**src/rtl/alu_step_ctrl_if.sv**
```systemverilog
// Load-strobe and status bundle between the step sequencer (master) and the
// A/B/F capture registers plus status LEDs (slave).
interface alu_step_ctrl_if;
    logic       ld_a;
    logic       ld_b;
    logic       ld_f;
    logic [3:0] op_q;
    logic [2:0] phase;
    logic [7:0] op_count;

    modport master (output ld_a, ld_b, ld_f, op_q, phase, op_count);
    modport slave  (input  ld_a, ld_b, ld_f, op_q, phase, op_count);
endinterface

```
**src/rtl/alu_step_ctrl.sv**
```systemverilog
// Operand/execute sequencer: debounces next/back buttons and walks
// load A -> load B -> latch opcode -> execute, issuing one-cycle load strobes.
module alu_step_ctrl #(
    parameter int DB_CYCLES = 1000000
) (
    input  logic              clk,
    input  logic              rst_n,
    input  logic              btn_next,
    input  logic              btn_back,
    input  logic [3:0]        sw_op,
    alu_step_ctrl_if.master   ctl
);
    localparam int CW = $clog2(DB_CYCLES);
    localparam logic [CW-1:0] CNT_MAX = CW'(DB_CYCLES - 1);

    typedef enum logic [2:0] {
        S_A    = 3'd0,
        S_B    = 3'd1,
        S_OP   = 3'd2,
        S_EXEC = 3'd3,
        S_SHOW = 3'd4
    } state_t;

    logic [1:0] btn_raw;
    logic [1:0] press;

    assign btn_raw = {btn_back, btn_next};

    // Index 0 is "next", index 1 is "back"; both get the same front end.
    generate
        for (genvar gi = 0; gi < 2; gi++) begin : g_btn
            logic          sync1_q, sync2_q;
            logic          deb_q, deb_d;
            logic          deb_dly_q;
            logic          press_q, press_d;
            logic [CW-1:0] cnt_q, cnt_d;

            always_comb begin
                deb_d = deb_q;
                cnt_d = cnt_q;
                if (sync2_q == deb_q) begin
                    cnt_d = '0;
                end else if (cnt_q == CNT_MAX) begin
                    deb_d = sync2_q;
                    cnt_d = '0;
                end else begin
                    cnt_d = cnt_q + 1'b1;
                end
            end

            // Rising edge of the debounced level, one cycle after it settles.
            assign press_d = deb_q & ~deb_dly_q;

            always_ff @(posedge clk or negedge rst_n) begin
                if (!rst_n) begin
                    sync1_q   <= 1'b0;
                    sync2_q   <= 1'b0;
                    deb_q     <= 1'b0;
                    deb_dly_q <= 1'b0;
                    press_q   <= 1'b0;
                    cnt_q     <= '0;
                end else begin
                    sync1_q   <= btn_raw[gi];
                    sync2_q   <= sync1_q;
                    deb_q     <= deb_d;
                    deb_dly_q <= deb_q;
                    press_q   <= press_d;
                    cnt_q     <= cnt_d;
                end
            end

            assign press[gi] = press_q;
        end
    endgenerate

    state_t     state_q, state_d;
    logic       ld_a_q, ld_a_d;
    logic       ld_b_q, ld_b_d;
    logic       ld_f_q, ld_f_d;
    logic [3:0] opcode_q, opcode_d;
    logic [7:0] op_count_q, op_count_d;

    always_comb begin
        state_d    = state_q;
        ld_a_d     = 1'b0;
        ld_b_d     = 1'b0;
        ld_f_d     = 1'b0;
        opcode_d   = opcode_q;
        op_count_d = op_count_q;
        if (press[1]) begin
            state_d = S_A;
        end else begin
            case (state_q)
                S_A: if (press[0]) begin
                    state_d = S_B;
                    ld_a_d  = 1'b1;
                end
                S_B: if (press[0]) begin
                    state_d = S_OP;
                    ld_b_d  = 1'b1;
                end
                S_OP: if (press[0]) begin
                    state_d  = S_EXEC;
                    opcode_d = sw_op;
                end
                // The ALU has seen the new opcode for a full cycle by now.
                S_EXEC: begin
                    state_d    = S_SHOW;
                    ld_f_d     = 1'b1;
                    op_count_d = op_count_q + 8'd1;
                end
                S_SHOW: if (press[0]) begin
                    state_d = S_A;
                end
                default: state_d = S_A;
            endcase
        end
    end

    always_ff @(posedge clk or negedge rst_n) begin
        if (!rst_n) begin
            state_q    <= S_A;
            ld_a_q     <= 1'b0;
            ld_b_q     <= 1'b0;
            ld_f_q     <= 1'b0;
            opcode_q   <= 4'd0;
            op_count_q <= 8'd0;
        end else begin
            state_q    <= state_d;
            ld_a_q     <= ld_a_d;
            ld_b_q     <= ld_b_d;
            ld_f_q     <= ld_f_d;
            opcode_q   <= opcode_d;
            op_count_q <= op_count_d;
        end
    end

    assign ctl.ld_a     = ld_a_q;
    assign ctl.ld_b     = ld_b_q;
    assign ctl.ld_f     = ld_f_q;
    assign ctl.op_q     = opcode_q;
    assign ctl.phase    = state_q;
    assign ctl.op_count = op_count_q;
endmodule
```
**src/flat_wrapper.sv**
```systemverilog
// flat-port wrapper written by rule: the top's interface ports become plain ports
module alu_step_ctrl_flat 
#(
    parameter int DB_CYCLES = 1000000
)
  (clk, rst_n, btn_next, btn_back, sw_op, ctl_ld_a, ctl_ld_b, ctl_ld_f, ctl_op_q, ctl_phase, ctl_op_count);
  alu_step_ctrl_if ctl_i ();
  input  logic clk;
  input  logic rst_n;
  input  logic btn_next;
  input  logic btn_back;
  input  logic [3:0] sw_op;
  output wire logic [$bits(ctl_i.ld_a)-1:0] ctl_ld_a;
  output wire logic [$bits(ctl_i.ld_b)-1:0] ctl_ld_b;
  output wire logic [$bits(ctl_i.ld_f)-1:0] ctl_ld_f;
  output wire logic [$bits(ctl_i.op_q)-1:0] ctl_op_q;
  output wire logic [$bits(ctl_i.phase)-1:0] ctl_phase;
  output wire logic [$bits(ctl_i.op_count)-1:0] ctl_op_count;
  assign ctl_ld_a = ctl_i.ld_a;
  assign ctl_ld_b = ctl_i.ld_b;
  assign ctl_ld_f = ctl_i.ld_f;
  assign ctl_op_q = ctl_i.op_q;
  assign ctl_phase = ctl_i.phase;
  assign ctl_op_count = ctl_i.op_count;
  alu_step_ctrl #(.DB_CYCLES(DB_CYCLES)) u_core (.clk(clk), .rst_n(rst_n), .btn_next(btn_next), .btn_back(btn_back), .sw_op(sw_op), .ctl(ctl_i));
endmodule
```
**config.mk**
```make
export PLATFORM = sky130hd
export DESIGN_NAME = alu_step_ctrl_flat
export DESIGN_NICKNAME = d
export VERILOG_FILES = /design/src/rtl/alu_step_ctrl_if.sv /design/src/rtl/alu_step_ctrl.sv /design/src/flat_wrapper.sv
export SDC_FILE = /design/constraint.sdc
export NUM_CORES = 1
export LEC_CHECK = 0
export CAP_MARGIN = 0
export CORE_MARGIN = 4
export CORE_UTILIZATION = 43
export DETAILED_ROUTE_END_ITERATION = 8
export PLACE_DENSITY_LB_ADDON = 0.3
export SLEW_MARGIN = 10
export SYNTH_ARGS = -nofsm -noshare
export SYNTH_HDL_FRONTEND = slang
export SYNTH_SLANG_ARGS = --single-unit
```
**constraint.sdc**
```tcl
create_clock -name clk -period 2 [get_ports clk]
set_input_delay 0.3 -clock clk [delete_from_list [all_inputs] [get_ports clk]]
set_output_delay 0.3 -clock clk [all_outputs]
set_load 0.02 [all_outputs]
```
==> results.md <==
* Status: finished with violations
* Failing checks: negative setup slack
* Final std cells w/o fill at 443
* Max-slew violation count at 0
* GRT Overall Usage at 14.6%
* Peak VDD IR at 0.000445 V
* Total Power at 0.00290 W
* IO buf count at 25
* Most frequent cell after synthesis: dfrtp_1
* Leakage power at 1.65 nW
* Clk_skew at 0.00831 ns
* Boundary Pins at 26
* Clock slew seen by the registers of the worst setup and hold paths at 0.07 ns
* Clock tree buffer depth at 2
* Cell taking the most area after synthesis: dfrtp_1
* Drc violations at 0
* Crit Path Category: reg -> reg
* Critical Path Start Type: register
* Syn-to-layout area delta at 28.8%
* Initial Util at 44.4%
* Final WS setup at -0.0148 ns
* Floorplan Core Area at 6830 µm²
* Post-Route Setup TNS at -0.0876 ns
* Gpl congestion at 0.791
* Number of global-route vias before repair at 2291
* Avg Cell Area, Syn at 10.8 µm²
* CTS H-tree lvls at 3
* Net Switching at 0.000597 W
* Diode count at 0
* Clk_lat worst skew at 0.34 ns
* Synthesized instance count at 282
* Final Cell Area at 3910 µm²
* Seq/Total Area, Yosys at 56.1%
* Vias/cell at 5.18
* CP peak stage delay at 0.57 ns
* Clock power frac at 47.6%
* Number of library cell types mapped by synthesis at 37
* Final #Nets at 353
* Post-synth EDFFs at 0
* Top_reg_cell synth: dfrtp_1
* Detailed placer's ending HPWL at 3.86 mm
* Root Buffer: clkbuf_8
* WL final at 5.57 mm
* Max-cap violation count at 0
* Hold Fails Final Rpt at 0
* Syn_nets at 293
* Sw Ratio at 20.6%
* Seq cells post-synth at 68
* Commonest cells in the netlist: dfrtp_1, nor2_1, nand3_1
* Worst Hold Class: reg -> reg
* Global-route wire length before repair at 10.0 mm
* RSZ-0062 raised after global routing: true
* Pint at 0.00231 W
* DR WL/cell at 12.6 µm
* Worst Tran Pin Value at 0.486 ns
* Final ANT Viol Nets at 0
* Max frequency at 496 MHz
* Core Util, Final at 57.2%
* Synth Warn # at 0
* Post-DP Area at 3570 µm²
* Final worst path period need at 2.01 ns
* Critical path, cell by cell: or4b_4 -> or4_4 -> nor2_4 -> mux2_4
* Ranking of synthesized cells by area: dfrtp_1, xnor2_1, nand3_1, xor2_1, nor2_1
* Placed cell count at 422
* Crit Path Max Fanout at 3
* Yosys top cell area share at 56.1%
* Initial antenna violation count at 0
* Final worst path period share at 101%
* CTS tree: yes
* Die Ht at 92 µm
* Share of cells above drive strength 1 at 19.6%
* Global route total overflow at 0
* DR iter-0 viols at 77
* Combinational power share at 4.1%
* Critical path required time at 2.22 ns
* First-pass DRT Iterations at 4
* Slew headroom at 67.6%
* Mapped Area at 3030 µm²
* Die ar. at 8460 µm²
* Critical Path End Type: register
* Reg power frac at 48.3%
* Slowest-stage cell, CP: or4_4
* Setup Viol. Count Final at 9
* CTS Buf Count at 9
* Die Wd at 92 µm
* Largest net degree at the start of global routing at 41
* Pwr dens at 743 nW/µm²
* Critical Path AT at 2.24 ns
* Via Count at 2296
* Async SR Flop Fraction at 100%
* Fillcell total at 608
* Clock Sinks at 68
* Row count at 30
-- placed cells by master (no fill, tap or decap), types with 2 or more instances in the layout --
cell / synthesis / routed
nor2_1: 25 / 24
nand3_1: 21 / 21
nand2_1: 12 / 12
xor2_1: 11 / 11
mux2_2: 5 / 5
dfrtp_1: 68 / 68
nor3_1: 10 / 10
nand4_1: 7 / 7
clkdlybuf4s50_1: 0 / 24
or3_1: 9 / 9
inv_1: 9 / 9
o21ai_0: 10 / 10
nand2b_1: 3 / 3
buf_4: 0 / 31
or4_1: 10 / 6
clkbuf_8: 0 / 10
xnor2_1: 17 / 17
o31ai_1: 7 / 6
a21oi_1: 17 / 17
or4b_1: 3 / 2
and3_1: 3 / 3
or4_4: 1 / 5
ha_1: 3 / 3
bufinv_16: 0 / 3
nor4_1: 3 / 3
nor2b_1: 3 / 3
nand3b_1: 3 / 3
-- power by group through the flow --
stage	Combinational, W	Sequential, W	Clock (W)
after floorplan	0.0000325	0.00144	0
after global placement	0.000116	0.00143	0
after detailed placement	0.000117	0.00143	0
after CTS	0.000121	0.00140	0.00141
after global routing	0.000136	0.00141	0.00147
final	0.000119	0.00140	0.00138
-- state kept, by name, indices dropped and copies added (netlist names) --
signal,flops
u_core.ctl.op_count,8
u_core.ctl.ld_a,1
u_core.g_btn.deb_q,2
u_core.ctl.phase,3
u_core.g_btn.sync2_q,2
u_core.ctl.ld_b,1
u_core.ctl.op_q,4
u_core.g_btn.press_q,2
u_core.ctl.ld_f,1
u_core.g_btn.sync1_q,2
u_core.g_btn.deb_dly_q,2
u_core.g_btn.cnt_q,40
-- per-stage QoR --
stage / hold WS [ns] / worst slack (ns)
floorplan: 0.00441 / 0.0148
CTS: 0.353 / -0.0158
detailed placement: 0.337 / -0.0389
global route: 0.375 / -0.0723
finish: 0.352 / -0.0148
global placement: 0.336 / 0.0230
-- layout make-up --
type	instances	area (µm²)	share of cell area [%]
Sequential cell	68	1700	43.5
Multi-Input combinational cell	196	1300	33.4
Timing Repair Buffer	58	499	12.8
Clock buffer	10	138	3.52
Tap cell	96	120	3.07
Clock inverter	6	111	2.85
Inverter	9	33.8	0.865
-- per-layer routing --
layer / vias up / GRT usage, % / part of all wire [%]
met3: 9 / 4.02 / 4.3
met1: 1130 / 18.8 / 46
met2: 39 / 23.7 / 49
li1: 1118 / - / -
met4: 0 / 5.20 / 1.5
met5: - / 0 / 0
-- critical path, delay by kind of cell (launching register included) --
family / cells / cell delay, ns
flip-flops: 1 / 0.40
multiplexers: 1 / 0.30
AND/OR/NAND/NOR: 3 / 1.21
-- path summary, 6_finish.rpt --
kind | start | cells after the start | endpoint | slack [ns]
worst min-delay path | u_core.g_btn[0].sync1_q$_DFF_PN0_ | 0 | u_core.g_btn[0].sync2_q$_DFF_PN0_ | 0.35
max in group asynchronous | rst_n | 3 | u_core.ctl.op_q[1]$_DFFE_PN0P_ | 1.08
worst max-delay path | u_core.g_btn[1].cnt_q[8]$_DFF_PN0_ | 4 | u_core.g_btn[1].deb_q$_DFFE_PN0P_ | -0.01
min in group asynchronous | rst_n | 3 | u_core.g_btn[0].cnt_q[19]$_DFF_PN0_ | 0.53
worst min register to register | u_core.g_btn[0].sync1_q$_DFF_PN0_ | 0 | u_core.g_btn[0].sync2_q$_DFF_PN0_ | 0.35
worst max register to register | u_core.g_btn[1].cnt_q[8]$_DFF_PN0_ | 4 | u_core.g_btn[1].deb_q$_DFFE_PN0P_ | -0.01
-- what timing repair did --
item / CTS / global route
endpoints found under the setup margin: 22 / 22
cloned: 1 / 0
resized for setup: 5 / 8
pin swaps: 1 / 1
hold endpoints to repair: 28 / 0
hold buffers: 1 / 0
setup buffers: 1 / 2
-- logic make-up (layout without fill, tap and decap cells) --
| kind of cell | count (synthesis) | count (layout) | share of synthesized area (%) |
|---|---|---|---|
| buffers and inverters | 18 | 83 | 2.47 |
| adders and majority gates | 3 | 3 | 1.24 |
| xor gates and xnor gates | 28 | 28 | 8.08 |
| and+or+nand+nor | 120 | 120 | 22.3 |
| AOI/OAI and AO/OA | 37 | 37 | 6.89 |
| DFF | 68 | 68 | 56.1 |
| muxes | 8 | 8 | 2.93 |
Note: power is estimated with default switching activity, not from simulation.
